$ cat src/rtl/lsu_pkg.sv
// Shared constants for the load/store unit: Funct3 codes, FSM encoding, byte-enable bases.
package lsu_pkg;

   localparam logic [2:0] F3_B  = 3'b000;
   localparam logic [2:0] F3_H  = 3'b001;
   localparam logic [2:0] F3_W  = 3'b010;
   localparam logic [2:0] F3_BU = 3'b100;
   localparam logic [2:0] F3_HU = 3'b101;

   localparam logic [3:0] BE_B = 4'b0001;
   localparam logic [3:0] BE_H = 4'b0011;
   localparam logic [3:0] BE_W = 4'b1111;

   typedef enum logic [1:0] {
      ST_IDLE = 2'd0,
      ST_BUSY = 2'd1,
      ST_DONE = 2'd2
   } lsu_state_t;

   // Encodings with no RV32I load/store meaning; they complete without touching the bus.
   function automatic logic f3_invalid(input logic [2:0] f3);
      return (f3 == 3'b011) || (f3 == 3'b110) || (f3 == 3'b111);
   endfunction

endpackage

$ cat src/rtl/lsu_align.sv
// Combinational lane logic: store steering, load extract/extend, misalign detect.
// LSU_MISALIGN_TRAP_EN selects trapping versus silently aligning misaligned accesses.
module lsu_align
   import lsu_pkg::*;
(
   input  logic [2:0]  i_f3,
   input  logic [1:0]  i_addr_lo,
   input  logic [31:0] i_wdata,
   input  logic [2:0]  i_ld_f3,
   input  logic [1:0]  i_ld_off,
   input  logic [31:0] i_rdata,
   output logic [1:0]  o_off,
   output logic        o_bad_f3,
   output logic        o_misalign,
   output logic [3:0]  o_st_be,
   output logic [31:0] o_st_wdata,
   output logic [31:0] o_ld_data
);

   logic       w_is_h;
   logic       w_is_w;
   logic [7:0]  w_byte;
   logic [15:0] w_half;

   assign w_is_h   = (i_f3[1:0] == 2'b01);
   assign w_is_w   = (i_f3[1:0] == 2'b10);
   assign o_bad_f3 = f3_invalid(i_f3);

`ifdef LSU_MISALIGN_TRAP_EN
   assign o_misalign = !o_bad_f3 && ((w_is_h && i_addr_lo[0]) || (w_is_w && (i_addr_lo != 2'b00)));
`else
   assign o_misalign = 1'b0;
`endif

   // Low address bits that would break width alignment are cleared.
   assign o_off = w_is_w ? 2'b00 : (w_is_h ? {i_addr_lo[1], 1'b0} : i_addr_lo);

   always_comb begin
      o_st_be    = BE_W;
      o_st_wdata = i_wdata;
      case (i_f3[1:0])
         2'b00: begin
            o_st_be    = 4'(BE_B << o_off);
            o_st_wdata = {4{i_wdata[7:0]}};
         end
         2'b01: begin
            o_st_be    = 4'(BE_H << o_off);
            o_st_wdata = {2{i_wdata[15:0]}};
         end
         default: ;
      endcase
   end

   assign w_byte = i_rdata[{i_ld_off, 3'b000} +: 8];
   assign w_half = i_ld_off[1] ? i_rdata[31:16] : i_rdata[15:0];

   always_comb begin
      o_ld_data = i_rdata;
      case (i_ld_f3)
         F3_B:    o_ld_data = {{24{w_byte[7]}}, w_byte};
         F3_H:    o_ld_data = {{16{w_half[15]}}, w_half};
         F3_BU:   o_ld_data = {24'd0, w_byte};
         F3_HU:   o_ld_data = {16'd0, w_half};
         default: ;
      endcase
   end

endmodule

$ cat src/rtl/lsu_datamem.sv
// Load/store unit: one req/ack bus access per instruction with a BusAck timeout.
// LSU_MISALIGN_TRAP_EN (see lsu_align) turns misaligned accesses into MisalignExc completions.
module lsu_datamem
   import lsu_pkg::*;
#(
   parameter int unsigned TIMEOUT    = 256,
   parameter logic [31:0] RESET_ADDR = 32'h0000_0000
) (
   input  logic        clk,
   input  logic        rst_n,
   input  logic        MemReq,
   input  logic        MemWrite,
   input  logic [2:0]  Funct3,
   input  logic [31:0] ALUResult,
   input  logic [31:0] WriteData,
   output logic [31:0] ReadData,
   output logic        Stall,
   output logic        Done,
   output logic        BusErr,
   output logic        MisalignExc,
   output logic        BusReq,
   output logic        BusWe,
   output logic [31:0] BusAddr,
   output logic [3:0]  BusBe,
   output logic [31:0] BusWdata,
   input  logic        BusAck,
   input  logic [31:0] BusRdata
);

   localparam int unsigned CW = $clog2(TIMEOUT + 1);

   lsu_state_t  r_state, w_state_nxt;
   logic [CW-1:0] r_cnt, w_cnt_nxt;
   logic        r_busreq, w_busreq_nxt;
   logic        r_buswe, w_buswe_nxt;
   logic [31:0] r_busaddr, w_busaddr_nxt;
   logic [3:0]  r_busbe, w_busbe_nxt;
   logic [31:0] r_buswdata, w_buswdata_nxt;
   logic [2:0]  r_f3, w_f3_nxt;
   logic [1:0]  r_off, w_off_nxt;
   logic [31:0] r_rdata, w_rdata_nxt;
   logic        r_done, w_done_nxt;
   logic        r_buserr, w_buserr_nxt;
   logic        r_misal, w_misal_nxt;

   logic [1:0]  w_off;
   logic        w_bad_f3;
   logic        w_misal;
   logic [3:0]  w_st_be;
   logic [31:0] w_st_wdata;
   logic [31:0] w_ld_data;

   lsu_align u_align (
      .i_f3       (Funct3),
      .i_addr_lo  (ALUResult[1:0]),
      .i_wdata    (WriteData),
      .i_ld_f3    (r_f3),
      .i_ld_off   (r_off),
      .i_rdata    (BusRdata),
      .o_off      (w_off),
      .o_bad_f3   (w_bad_f3),
      .o_misalign (w_misal),
      .o_st_be    (w_st_be),
      .o_st_wdata (w_st_wdata),
      .o_ld_data  (w_ld_data)
   );

   always_ff @(posedge clk) begin
      if (!rst_n) begin
         r_state    <= ST_IDLE;
         r_cnt      <= '0;
         r_busreq   <= 1'b0;
         r_buswe    <= 1'b0;
         r_busaddr  <= RESET_ADDR;
         r_busbe    <= 4'b0000;
         r_buswdata <= 32'd0;
         r_f3       <= 3'b000;
         r_off      <= 2'b00;
         r_rdata    <= 32'd0;
         r_done     <= 1'b0;
         r_buserr   <= 1'b0;
         r_misal    <= 1'b0;
      end else begin
         r_state    <= w_state_nxt;
         r_cnt      <= w_cnt_nxt;
         r_busreq   <= w_busreq_nxt;
         r_buswe    <= w_buswe_nxt;
         r_busaddr  <= w_busaddr_nxt;
         r_busbe    <= w_busbe_nxt;
         r_buswdata <= w_buswdata_nxt;
         r_f3       <= w_f3_nxt;
         r_off      <= w_off_nxt;
         r_rdata    <= w_rdata_nxt;
         r_done     <= w_done_nxt;
         r_buserr   <= w_buserr_nxt;
         r_misal    <= w_misal_nxt;
      end
   end

   always_comb begin
      w_state_nxt    = r_state;
      w_cnt_nxt      = r_cnt;
      w_busreq_nxt   = r_busreq;
      w_buswe_nxt    = r_buswe;
      w_busaddr_nxt  = r_busaddr;
      w_busbe_nxt    = r_busbe;
      w_buswdata_nxt = r_buswdata;
      w_f3_nxt       = r_f3;
      w_off_nxt      = r_off;
      w_rdata_nxt    = r_rdata;
      w_done_nxt     = 1'b0;
      w_buserr_nxt   = 1'b0;
      w_misal_nxt    = 1'b0;
      case (r_state)
         ST_IDLE: begin
            if (MemReq) begin
               if (w_bad_f3 || w_misal) begin
                  w_state_nxt = ST_DONE;
                  w_done_nxt  = 1'b1;
                  w_misal_nxt = w_misal;
                  w_rdata_nxt = 32'd0;
               end else begin
                  w_state_nxt    = ST_BUSY;
                  w_cnt_nxt      = '0;
                  w_busreq_nxt   = 1'b1;
                  w_buswe_nxt    = MemWrite;
                  w_busaddr_nxt  = {ALUResult[31:2], 2'b00};
                  w_busbe_nxt    = MemWrite ? w_st_be : BE_W;
                  w_buswdata_nxt = MemWrite ? w_st_wdata : 32'd0;
                  w_f3_nxt       = Funct3;
                  w_off_nxt      = w_off;
               end
            end
         end
         ST_BUSY: begin
            // BusAck takes priority over a timeout on the same cycle.
            if (BusAck || (r_cnt == CW'(TIMEOUT - 1))) begin
               w_state_nxt    = ST_DONE;
               w_done_nxt     = 1'b1;
               w_buserr_nxt   = !BusAck;
               w_rdata_nxt    = (BusAck && !r_buswe) ? w_ld_data : 32'd0;
               w_busreq_nxt   = 1'b0;
               w_buswe_nxt    = 1'b0;
               w_busaddr_nxt  = RESET_ADDR;
               w_busbe_nxt    = 4'b0000;
               w_buswdata_nxt = 32'd0;
            end else begin
               w_cnt_nxt = CW'(r_cnt + CW'(1));
            end
         end
         ST_DONE: w_state_nxt = ST_IDLE;
         default: w_state_nxt = ST_IDLE;
      endcase
   end

   // Stall is combinational in IDLE so the core freezes on the issue cycle itself.
   assign Stall = (r_state == ST_IDLE) ? MemReq : (r_state == ST_BUSY);

   assign ReadData    = r_rdata;
   assign Done        = r_done;
   assign BusErr      = r_buserr;
   assign MisalignExc = r_misal;
   assign BusReq      = r_busreq;
   assign BusWe       = r_buswe;
   assign BusAddr     = r_busaddr;
   assign BusBe       = r_busbe;
   assign BusWdata    = r_buswdata;

endmodule
$ cat config.mk
export PLATFORM = sky130hd
export DESIGN_NAME = lsu_datamem
export DESIGN_NICKNAME = d
export VERILOG_FILES = /design/src/rtl/lsu_pkg.sv /design/src/rtl/lsu_align.sv /design/src/rtl/lsu_datamem.sv
export SDC_FILE = /design/constraint.sdc
export NUM_CORES = 1
export LEC_CHECK = 0
export CAP_MARGIN = 20
export CELL_PAD_IN_SITES_DETAIL_PLACEMENT = 2
export CELL_PAD_IN_SITES_GLOBAL_PLACEMENT = 2
export CORE_ASPECT_RATIO = 0.9
export CORE_UTILIZATION = 28
export CTS_BUF_LIST = sky130_fd_sc_hd__clkbuf_4 sky130_fd_sc_hd__clkbuf_8
export CTS_CLUSTER_SIZE = 30
export DETAILED_ROUTE_END_ITERATION = 10
export PLACE_DENSITY = 0.89
export REMOVE_ABC_BUFFERS = 1
export SYNTH_ARGS = -nofsm -noshare
export SYNTH_HDL_FRONTEND = slang
export SYNTH_HIERARCHICAL = 1
export SYNTH_SLANG_ARGS = --single-unit
$ cat constraint.sdc
create_clock -name clk -period 5.8 [get_ports clk]
set_input_delay 1.16 -clock clk [delete_from_list [all_inputs] [get_ports clk]]
set_output_delay 1.16 -clock clk [all_outputs]
set_load 0.1 [all_outputs]
==> impl_summary.log, run 1 <==
[metrics] outcome: completed
[metrics] reg2reg path depth: 10
[metrics] Reg power frac: 0.413
[metrics] crit path capture type: output pin
[metrics] maximum number of pins on one net before global-route repair: 69
[metrics] post-layout power: 2.071 mW
[metrics] highest-count cells in the layout ignoring fill and taps: clkdlybuf4s50_1, dfxtp_1, nand2_1
[metrics] post-synthesis cell type with the largest combined area: dfxtp_1
[metrics] wire length of the first global-routing pass: 32510 µm
[metrics] ratio of cells with drive above 1 in the final layout: 0.1034
[metrics] clock buffer count from CTS: 17
[metrics] Resized cells post-CTS: 0
[metrics] num rows: 48
[metrics] post-DR vias/cell: 5.129
[metrics] clock input transition at the sequential cells of the worst setup and hold paths: approximately 0.08 ns
[metrics] remaining global-route overflow: 0
[metrics] clock sink count: 119
[metrics] total cell area at the placement stage: roughly 7700 µm²
[metrics] total routed wire length on the met1 layer: 8495 µm
[metrics] CP Launch Type: primary input
[metrics] placed wire-length estimate after detailed placement: 14520 µm
[metrics] final weighted congestion in routability-driven placement: 0.7486
[metrics] die area: 20600 µm²
[metrics] combinational share of power: 0.223
[metrics] hold depth: 2
[metrics] DRT Wirelength: about 21000 µm
[metrics] proportion of register bits with asynchronous set or reset after synthesis: 0
[metrics] worst hold margin: 0.4584 ns
[metrics] # nets final: 934
[metrics] top fanout value on the critical path: 6
[metrics] detailed route wirelength on metal2: 10300 µm
[metrics] clock tree root buffer cell: clkbuf_8
[metrics] CP Data Arrival Time: approximately 3 ns
[metrics] achievable frequency: 236.3 MHz
[metrics] final setup violation count: 0
[metrics] post-placement setup slack: 1.585 ns
[metrics] internal power component: 1.359 mW
[metrics] sequential share of the synthesized area: 0.4247
[metrics] Peak supply drop: 0.1621 mV
[metrics] top cell type's share of synthesized area: 0.4247
[metrics] met3 wire length: 2221 µm
[metrics] router iterations before antenna repair: 4
[metrics] largest cells by area after synthesis: dfxtp_1, nand2_1, a22oi_1
[metrics] Synth cell types: 45
[metrics] Worst Max-Slew Pin Slew: 1.081 ns
[metrics] Pwr Density: between 200 and 300 nW/µm²
[metrics] number of hold violations in the final report: 0
[metrics] final clock period utilization by the worst path: 0.7296
[metrics] RSZ-0062 raised after global routing: no
[metrics] number of global-route vias before repair: 5952
[metrics] post-detailed-route wirelength per cell: just under 20 µm
[metrics] post-synthesis register bit count: 119
[metrics] ANT nets after route: 0
[metrics] number of port buffers: 207
[metrics] clock tree skew after final layout: between 0.01 and 0.015 ns
[metrics] syn_area_per_cell: 8.525 µm²
[metrics] utilization after layout: 0.4190
[metrics] number of warnings reported in the yosys synthesis log: 6
[metrics] Pins Over Slew Limit: 0
[metrics] most instantiated flip-flop cell in the synthesis netlist: dfxtp_1
[metrics] final setup slack of the worst path: between 1.5 and 2 ns
[metrics] post-layout instance count excluding filler cells: 1091
[metrics] cell count after placement: roughly 1100
[metrics] net load switching power: 712.5 µW
[metrics] Setup TNS: 0 ns
[metrics] share of total power consumed by net switching: 0.3440
[metrics] number of antenna violations at the first check in global routing: 1
[metrics] initial standard-cell utilization of the core: 0.2892
[metrics] Clock Latency Late Sink: 0.45 ns
[metrics] synthesized cell area: 5609 µm²
[metrics] Hold Buf Count CTS: 0
[metrics] post-detailed-route DRC marker count: 0
[metrics] area of all placed cells without fillers: 8128 µm²
[metrics] aggregate global-route resource usage: 0.2070
[metrics] Worst Path Required: 4.64 ns
[metrics] total via count after detailed routing: 5596
[metrics] fraction of power consumed by the clock network: 0.365
[metrics] CTS tree: done
[metrics] Slew HR: 0.2771
[metrics] maximum level of the CTS H-tree: 4
[metrics] maximum buffer depth of the clock tree: 2
[metrics] max layer used: met5
[metrics] chip width: 151.2 µm
[metrics] number of DRC markers after the initial detailed-route iteration: 230
[metrics] final critical-path required period: 4.232 ns
[metrics] commonest non-fill, non-tap cell in the layout: clkdlybuf4s50_1
[metrics] cell count after synthesis: 658
[metrics] worst min path class: register to register
[metrics] # Post-CTS Setup Buffers: 0
[metrics] max-capacitance violation count: 0
[metrics] Post-synth EDFFs: 0
[metrics] io pins: 210
[metrics] die boundary height: 136.3 µm
[metrics] antenna cells: 0
[metrics] area of the placeable core: 19400 µm²
[metrics] leakage: 2.879 nW
[metrics] Syn-to-layout area delta: 44.90%
[metrics] path type of the worst setup path: primary input to output pin
critical path, stage by stage:
cell and delay, ns:
clkdlybuf4s50_1 0.53, o21ba_2 0.22, clkdlybuf4s50_1 1.15
cell usage after synthesis, types with 3 or more instances:
library cell / instances
o21bai_1: 4
a221o_1: 8
dfxtp_1: 119
nor3b_1: 3
buf_6: 5
a22oi_1: 46
clkbuf_1: 33
buf_1: 3
o21ai_0: 48
a21oi_1: 55
mux2_2: 17
nor2_1: 78
and3_1: 3
inv_1: 7
mux2i_1: 24
nor2b_1: 8
nand2_1: 93
nor3_1: 5
buf_2: 14
o22a_1: 8
nand3b_1: 8
buf_4: 12
o21a_1: 3
a22o_1: 8
a22oi_2: 17
xor2_1: 4
power groups by stage:
stage / combinational, mW / clock, mW / sequential [mW]
floorplan: 0.135 / 0 / 1.01
global placement: 0.454 / 0 / 0.872
detailed placement: 0.461 / 0 / 0.874
CTS: 0.465 / 0.786 / 0.855
global route: 0.487 / 0.817 / 0.858
finish: 0.461 / 0.755 / 0.855
flip-flops by register name, summed over array words and instances, names as in the netlist:
signal and count:
ReadData 32, r_f3 3, BusReq 1, BusWdata 32, BusAddr 30, r_off 2
BusWe 1, Done 1, BusErr 1, MisalignExc 1, BusBe 4, r_state 2
r_cnt 9
path summary, 6_finish.rpt:
kind | slack, ns | startpoint | to
max | 1.57 | MemReq | Stall
min | 0.46 | BusBe[2] | BusBe[2]
max reg2reg | 3.17 | r_cnt[0] | ReadData[13]
min reg2reg | 0.46 | BusBe[2] | BusBe[2]
per-layer routing:
layer,GRT usage,up-vias
met2,0.3491,187
met5,0,-
met4,0.05167,2
li1,-,2637
met3,0.1003,17
met1,0.2318,2753
logic make-up (layout without fill, tap and decap cells):
| group | count (synthesis) | count (layout) | share of synthesized area |
|---|---|---|---|
| other cells | 2 | 3 | 0.001339 |
| simple gates | 211 | 211 | 0.1644 |
| xor+xnor | 4 | 4 | 0.006245 |
| buf+inv | 74 | 256 | 0.06737 |
| compound gates | 204 | 204 | 0.2505 |
| fa+ha+maj | 2 | 2 | 0.004461 |
| flops | 119 | 119 | 0.4247 |
| mux | 42 | 42 | 0.08097 |
layout make-up:
type	count	area, µm²
fill	2127	11270
multi-input combinational	466	2873
sequential	119	2382
timing repair buffer	217	2147
tap	250	312.8
clock buffer	18	247.7
clock inverter	14	137.6
inverter	7	27.53
(Power assumes the default switching activity.)
==> inputs of run 2 (changes only) <==
--- a/config.mk
+++ b/config.mk
@@ -9,11 +9,11 @@
 export CELL_PAD_IN_SITES_DETAIL_PLACEMENT = 2
 export CELL_PAD_IN_SITES_GLOBAL_PLACEMENT = 2
 export CORE_ASPECT_RATIO = 0.9
-export CORE_UTILIZATION = 28
+export CORE_UTILIZATION = 23
 export CTS_BUF_LIST = sky130_fd_sc_hd__clkbuf_4 sky130_fd_sc_hd__clkbuf_8
 export CTS_CLUSTER_SIZE = 30
 export DETAILED_ROUTE_END_ITERATION = 10
-export PLACE_DENSITY = 0.89
+export PLACE_DENSITY = 0.78
 export REMOVE_ABC_BUFFERS = 1
 export SYNTH_ARGS = -nofsm -noshare
 export SYNTH_HDL_FRONTEND = slang
==> constraint.sdc (replaced) <==
create_clock -name clk -period 3.5 [get_ports clk]
set_input_delay 0.7 -clock clk [delete_from_list [all_inputs] [get_ports clk]]
set_output_delay 0.7 -clock clk [all_outputs]
set_load 0.1 [all_outputs]
==> run 2 against run 1 <==
Against the previous run:
- sequential power increased by 66%
- hold slack better by 0.0028 ns
- non-clock buffer count grew 8
- critical path depth shrank 2
- the run now ends with design-rule violations left
- largest power group unchanged
- count of clock-buffer cells in the layout decreased by 1
- final cell count rose by 5.5%
- combinational power rose by 68%
==> impl_summary.log, run 2 (synthesis gave the netlist of run 1 again) <==
[metrics] initial standard-cell utilization of the core: 0.2369
[metrics] Syn-to-layout area delta: 46.82%
[metrics] number of port buffers: slightly above 200
[metrics] delay of the slowest cell on the worst path: ~1.2 ns
[metrics] post-detailed-route DRC marker count: 24
[metrics] Clock Latency Late Sink: 0.45 ns
[metrics] filler cell count: roughly 2700
[metrics] CP Launch Type: register
[metrics] maximum number of pins on one net before global-route repair: 49
[metrics] dominant delay contributor by cell family on the critical path: buffers and inverters
[metrics] CP Data Arrival Time: about 2.0 ns
[metrics] number of global-route vias before repair: 5892
[metrics] Buf/Inv on CP: 1
[metrics] highest-count cells in the layout ignoring fill and taps: clkdlybuf4s50_1, dfxtp_1, nand2_1
[metrics] clock input transition at the sequential cells of the worst setup and hold paths: 0.09 ns
[metrics] post-DR vias/cell: ~5
[metrics] leakage: 2.981 nW
[metrics] number of antenna violations at the first check in global routing: 1
[metrics] RSZ-0062 raised after global routing: no
[metrics] post-detailed-route wirelength per cell: about 19 µm
[metrics] die boundary height: about 150 µm
[metrics] post-layout power: 3.447 mW
[metrics] Pwr Density: 418.6 nW/µm²
[metrics] Pins Over Slew Limit: 0
[metrics] number of hold violations in the final report: 0
[metrics] worst min path class: register to register
[metrics] outcome: complete, but fails checks
[metrics] io pins: 210
[metrics] Worst Path Required: 2.80 ns
[metrics] crit path capture type: output pin
[metrics] num rows: 53
[metrics] maximum level of the CTS H-tree: 4
[metrics] final clock period utilization by the worst path: 0.7701
[metrics] clock tree skew after final layout: roughly 0.025 ns
[metrics] area of the placeable core: 23670 µm²
[metrics] max-capacitance violation count: 0
[metrics] Hold Buf Count CTS: 0
[metrics] violations in the final reports: design-rule violations
[metrics] Setup TNS: 0 ns
[metrics] CTS tree: done
[metrics] total via count after detailed routing: 5594
[metrics] top fanout value on the critical path: 2
[metrics] placed wire-length estimate after detailed placement: between 10000 and 15000 µm
[metrics] ANT nets after route: 0
[metrics] final weighted congestion in routability-driven placement: 0.7205
[metrics] clock buffer count from CTS: 17
[metrics] chip width: roughly 170 µm
[metrics] die area: 25020 µm²
[metrics] Critical Path, Cell by Cell: clkdlybuf4s50_1
[metrics] achievable frequency: 371.0 MHz
[metrics] number of DRC markers after the initial detailed-route iteration: ~270
[metrics] Slew HR: 0.2999
[metrics] final setup violation count: 0
[metrics] final critical-path required period: about 2.7 ns
[metrics] ratio of cells with drive above 1 in the final layout: 0.1380
[metrics] router iterations before antenna repair: 8
[metrics] Peak supply drop: between 0.2 and 0.25 mV
[metrics] # Post-CTS Setup Buffers: 0
[metrics] wire length of the first global-routing pass: ~33000 µm
[metrics] DRT Wirelength: roughly 21000 µm
[metrics] maximum buffer depth of the clock tree: 2
[metrics] # nets final: 942
[metrics] remaining global-route overflow: 0
[metrics] Resized cells post-CTS: 0
[metrics] Slowest-stage cell, CP: clkdlybuf4s50_1
[metrics] aggregate global-route resource usage: 0.1716
[metrics] commonest non-fill, non-tap cell in the layout: clkdlybuf4s50_1
[metrics] clock tree root buffer cell: clkbuf_8
[metrics] clock sink count: between 100 and 150
[metrics] path type of the worst setup path: register to output pin
[metrics] Worst Max-Slew Pin Slew: roughly 1.0 ns
==> run 2: path summary, 6_finish.rpt <==
check,depth (start not counted),slack [ns],from,to
max reg2reg,10,1.11,r_cnt[0],BusAddr[10]
min reg2reg,2,0.46,BusBe[2],BusBe[2]
min,2,0.46,BusBe[2],BusBe[2]
max,1,0.80,BusAddr[18],BusAddr[18]
==> run 2: cell type report <==
type	count	area [µm²]	share of cell area
clock buffer	17	234.0	0.02841
multi-input combinational	466	2873	0.3488
antenna	1	2.502	0.0003039
tap	302	377.9	0.04588
sequential	119	2382	0.2893
inverter	7	27.53	0.003342
clock inverter	14	138.9	0.01686
timing repair buffer	225	2200	0.2671
==> run 2: where the power goes <==
part / switching [mW] / total, mW / internal [mW]
sequential: 0.0266 / 1.42 / 1.39
clock: 0.679 / 1.26 / 0.577
combinational: 0.500 / 0.776 / 0.276
total: 1.21 / 3.45 / 2.24
==> run 2: per-layer routing <==
metal	vias up	wire (µm)	share of wire	global-route usage
met4	2	82	0.0038	0.03472
met3	8	1840	0.086	0.07308
met5	-	12	0.00056	0
li1	2656	-	-	-
met2	168	9988	0.47	0.2803
met1	2760	9444	0.44	0.2107
==> run 2: stage by stage <==
stage          std cells    util  hold WS, ns  setup WS (ns)  instance area (µm²)
6_report            1151  0.3479       0.4612         0.8046                 8235
5_1_grt             1150  0.3478       0.4859         0.7022                 8233
4_1_cts             1150  0.3478       0.4734         0.7532                 8233
3_5_place_dp        1119  0.3320       0.4579         0.5433                 7860
3_3_place_gp        1119  0.3320       0.4456         0.6329                 7860
2_1_floorplan        592       -       0.4444         0.1240                 5261
==> inputs of run 3 (changes only) <==
==> constraint.sdc (replaced) <==
create_clock -name clk -period 2.3 [get_ports clk]
set_input_delay 0.46 -clock clk [delete_from_list [all_inputs] [get_ports clk]]
set_output_delay 0.46 -clock clk [all_outputs]
set_load 0.1 [all_outputs]
==> run 3 against run 2 <==
Against the previous run:
- the flow still finishes with violations (design-rule violations)
- clock power grew 54%
- critical endpoint is now BusWdata[9]
- flip-flop and latch count is the same
- sequential power grew 51%
- power grew 54%
- critical path type is now register to register
- via count grew 0.64%
- first-iteration DRC count shrank 18%
- setup slack lost 0.66 ns
- global-route usage grew 0.23 points
- combinational power grew 56%
==> impl_summary.log, run 3 (synthesis gave the netlist of run 1 again) <==
[metrics] Hold Buf Count CTS: 0
[metrics] Clock Latency Late Sink: 0.45 ns
[metrics] clock tree root buffer cell: clkbuf_8
[metrics] outcome: complete, but fails checks
[metrics] worst min path class: register to register
[metrics] number of hold violations in the final report: 0
[metrics] die boundary height: 150.2 µm
[metrics] ANT nets after route: 0
[metrics] violations in the final reports: design-rule violations
[metrics] Worst Max-Slew Pin Slew: 0.8045 ns
[metrics] post-layout instance count excluding filler cells: 1166
[metrics] maximum level of the CTS H-tree: 4
[metrics] commonest non-fill, non-tap cell in the layout: buf_4
[metrics] final critical-path required period: ~2.2 ns
[metrics] CTS tree: done
[metrics] Buf/Inv on CP: 1
[metrics] clock buffer count from CTS: 17
[metrics] CP Data Arrival Time: 2.47 ns
[metrics] DRT Wirelength: 21440 µm
[metrics] filler cell count: 2700
[metrics] max-capacitance violation count: 0
[metrics] Slew HR: 0.4626
[metrics] num rows: 53
[metrics] clock sink count: 119
[metrics] crit path capture type: register
[metrics] aggregate global-route resource usage: 0.1739
[metrics] worst hold margin: 0.4648 ns
[metrics] Worst Path Required: 2.61 ns
[metrics] io pins: 210
[metrics] number of global-route vias before repair: 5979
[metrics] Critical Path, Cell by Cell: ha_1 > and2_1 > nand2_1 > nor2_2 > ha_2 > o21ai_0 > a21o_2 > buf_12 > a22oi_1 > nor2_1
[metrics] placed wire-length estimate after detailed placement: 14970 µm
[metrics] number of antenna violations at the first check in global routing: 1
[metrics] post-detailed-route DRC marker count: 12
[metrics] maximum buffer depth of the clock tree: 2
[metrics] remaining global-route overflow: 0
[metrics] wire length of the first global-routing pass: 33730 µm
[metrics] path type of the worst setup path: register to register
[metrics] achievable frequency: 464.3 MHz
[metrics] Peak supply drop: 0.3884 mV
[metrics] Setup TNS: 0 ns
[metrics] initial standard-cell utilization of the core: 0.2369
[metrics] Syn-to-layout area delta: 46.93%
[metrics] total cell area at the placement stage: 7845 µm²
[metrics] top fanout value on the critical path: 26
[metrics] post-DR vias/cell: between 4 and 5
[metrics] router iterations before antenna repair: 7
[metrics] maximum number of pins on one net before global-route repair: 60
[metrics] leakage: around 3.3 nW
[metrics] Slowest-stage cell, CP: dfxtp_1
[metrics] clock tree skew after final layout: roughly 0.02 ns
[metrics] # nets final: ~960
[metrics] cell count after placement: 1134
[metrics] number of DRC markers after the initial detailed-route iteration: 223
[metrics] CP Launch Type: register
[metrics] clock input transition at the sequential cells of the worst setup and hold paths: around 0.10 ns
[metrics] antenna cells: 0
[metrics] final setup violation count: 0
[metrics] die area: 25020 µm²
[metrics] highest-count cells in the layout ignoring fill and taps: buf_4, dfxtp_1, clkdlybuf4s50_1
[metrics] final weighted congestion in routability-driven placement: slightly above 0.7
[metrics] delay of the slowest cell on the worst path: 0.36 ns
[metrics] area of the placeable core: 23670 µm²
[metrics] dominant delay contributor by cell family on the critical path: compound AO/OA/AOI/OAI gates
[metrics] final clock period utilization by the worst path: 0.9365
[metrics] post-detailed-route wirelength per cell: 18.39 µm
[metrics] number of port buffers: 207
[metrics] total via count after detailed routing: 5630
[metrics] chip width: 166.6 µm
[metrics] ratio of cells with drive above 1 in the final layout: 0.2512
[metrics] Pwr Density: around 640 nW/µm²
[metrics] Pins Over Slew Limit: 0
[metrics] area of all placed cells without fillers: 8242 µm²
## run 3: power breakdown
group | internal (mW) | leakage [nW] | total, mW | switching [mW]
clock network | 0.912 | 0.189 | 1.94 | 1.03
logic | 0.443 | 2.10 | 1.21 | 0.770
registers | 2.11 | 0.963 | 2.15 | 0.0380
## run 3: cell type report
class | count | area [µm²] | share of cell area
Inverter | 7 | 27.53 | 0.003340
Sequential cell | 119 | 2382 | 0.2891
Timing Repair Buffer | 240 | 2185 | 0.2651
Multi-Input combinational cell | 466 | 2883 | 0.3498
Tap cell | 302 | 377.9 | 0.04585
Clock buffer | 18 | 247.7 | 0.03006
Clock inverter | 14 | 138.9 | 0.01685
## run 3: timing repair
item	in CTS	in global routing
setup endpoints to repair	0	21
resized for setup	0	3
buffers inserted	0	0
## run 3: stage by stage
stage / power, mW / util / setup WS [ns]
3_3_place_gp: 3.406 / 0.3314 / -0.1268
3_5_place_dp: 3.421 / 0.3314 / -0.2102
4_1_cts: 5.411 / 0.3477 / 0.1014
2_1_floorplan: 2.899 / - / -0.9673
6_report: 5.301 / 0.3481 / 0.1461
5_1_grt: 5.557 / 0.3481 / -0.008005
## run 3: worst min-delay path: cells and delay by family (launching register included)
| kind | cells | cell delay, ns |
|---|---|---|
| compound gates | 1 | 0.05 |
| flops | 1 | 0.32 |
| simple gates | 1 | 0.05 |
## run 3: layer usage
| metal | track usage | share of wire | up-vias | routed length (µm) |
|---|---|---|---|---|
| met5 | 0 | 0.00061 | - | 13 |
| met4 | 0.03333 | 0.0051 | 2 | 110 |
| met3 | 0.07124 | 0.084 | 9 | 1801 |
| met2 | 0.2851 | 0.48 | 169 | 10190 |
| met1 | 0.2149 | 0.43 | 2756 | 9321 |
| li1 | - | - | 2694 | - |
## run 3: final timing paths
path / start / to / slack [ns] / cells past startpoint
min: BusBe[3] / BusBe[3] / 0.46 / 2
max reg2reg: r_cnt[1] / BusWdata[9] / 0.15 / 10
min reg2reg: BusBe[3] / BusBe[3] / 0.46 / 2
max: r_cnt[1] / BusWdata[9] / 0.15 / 10
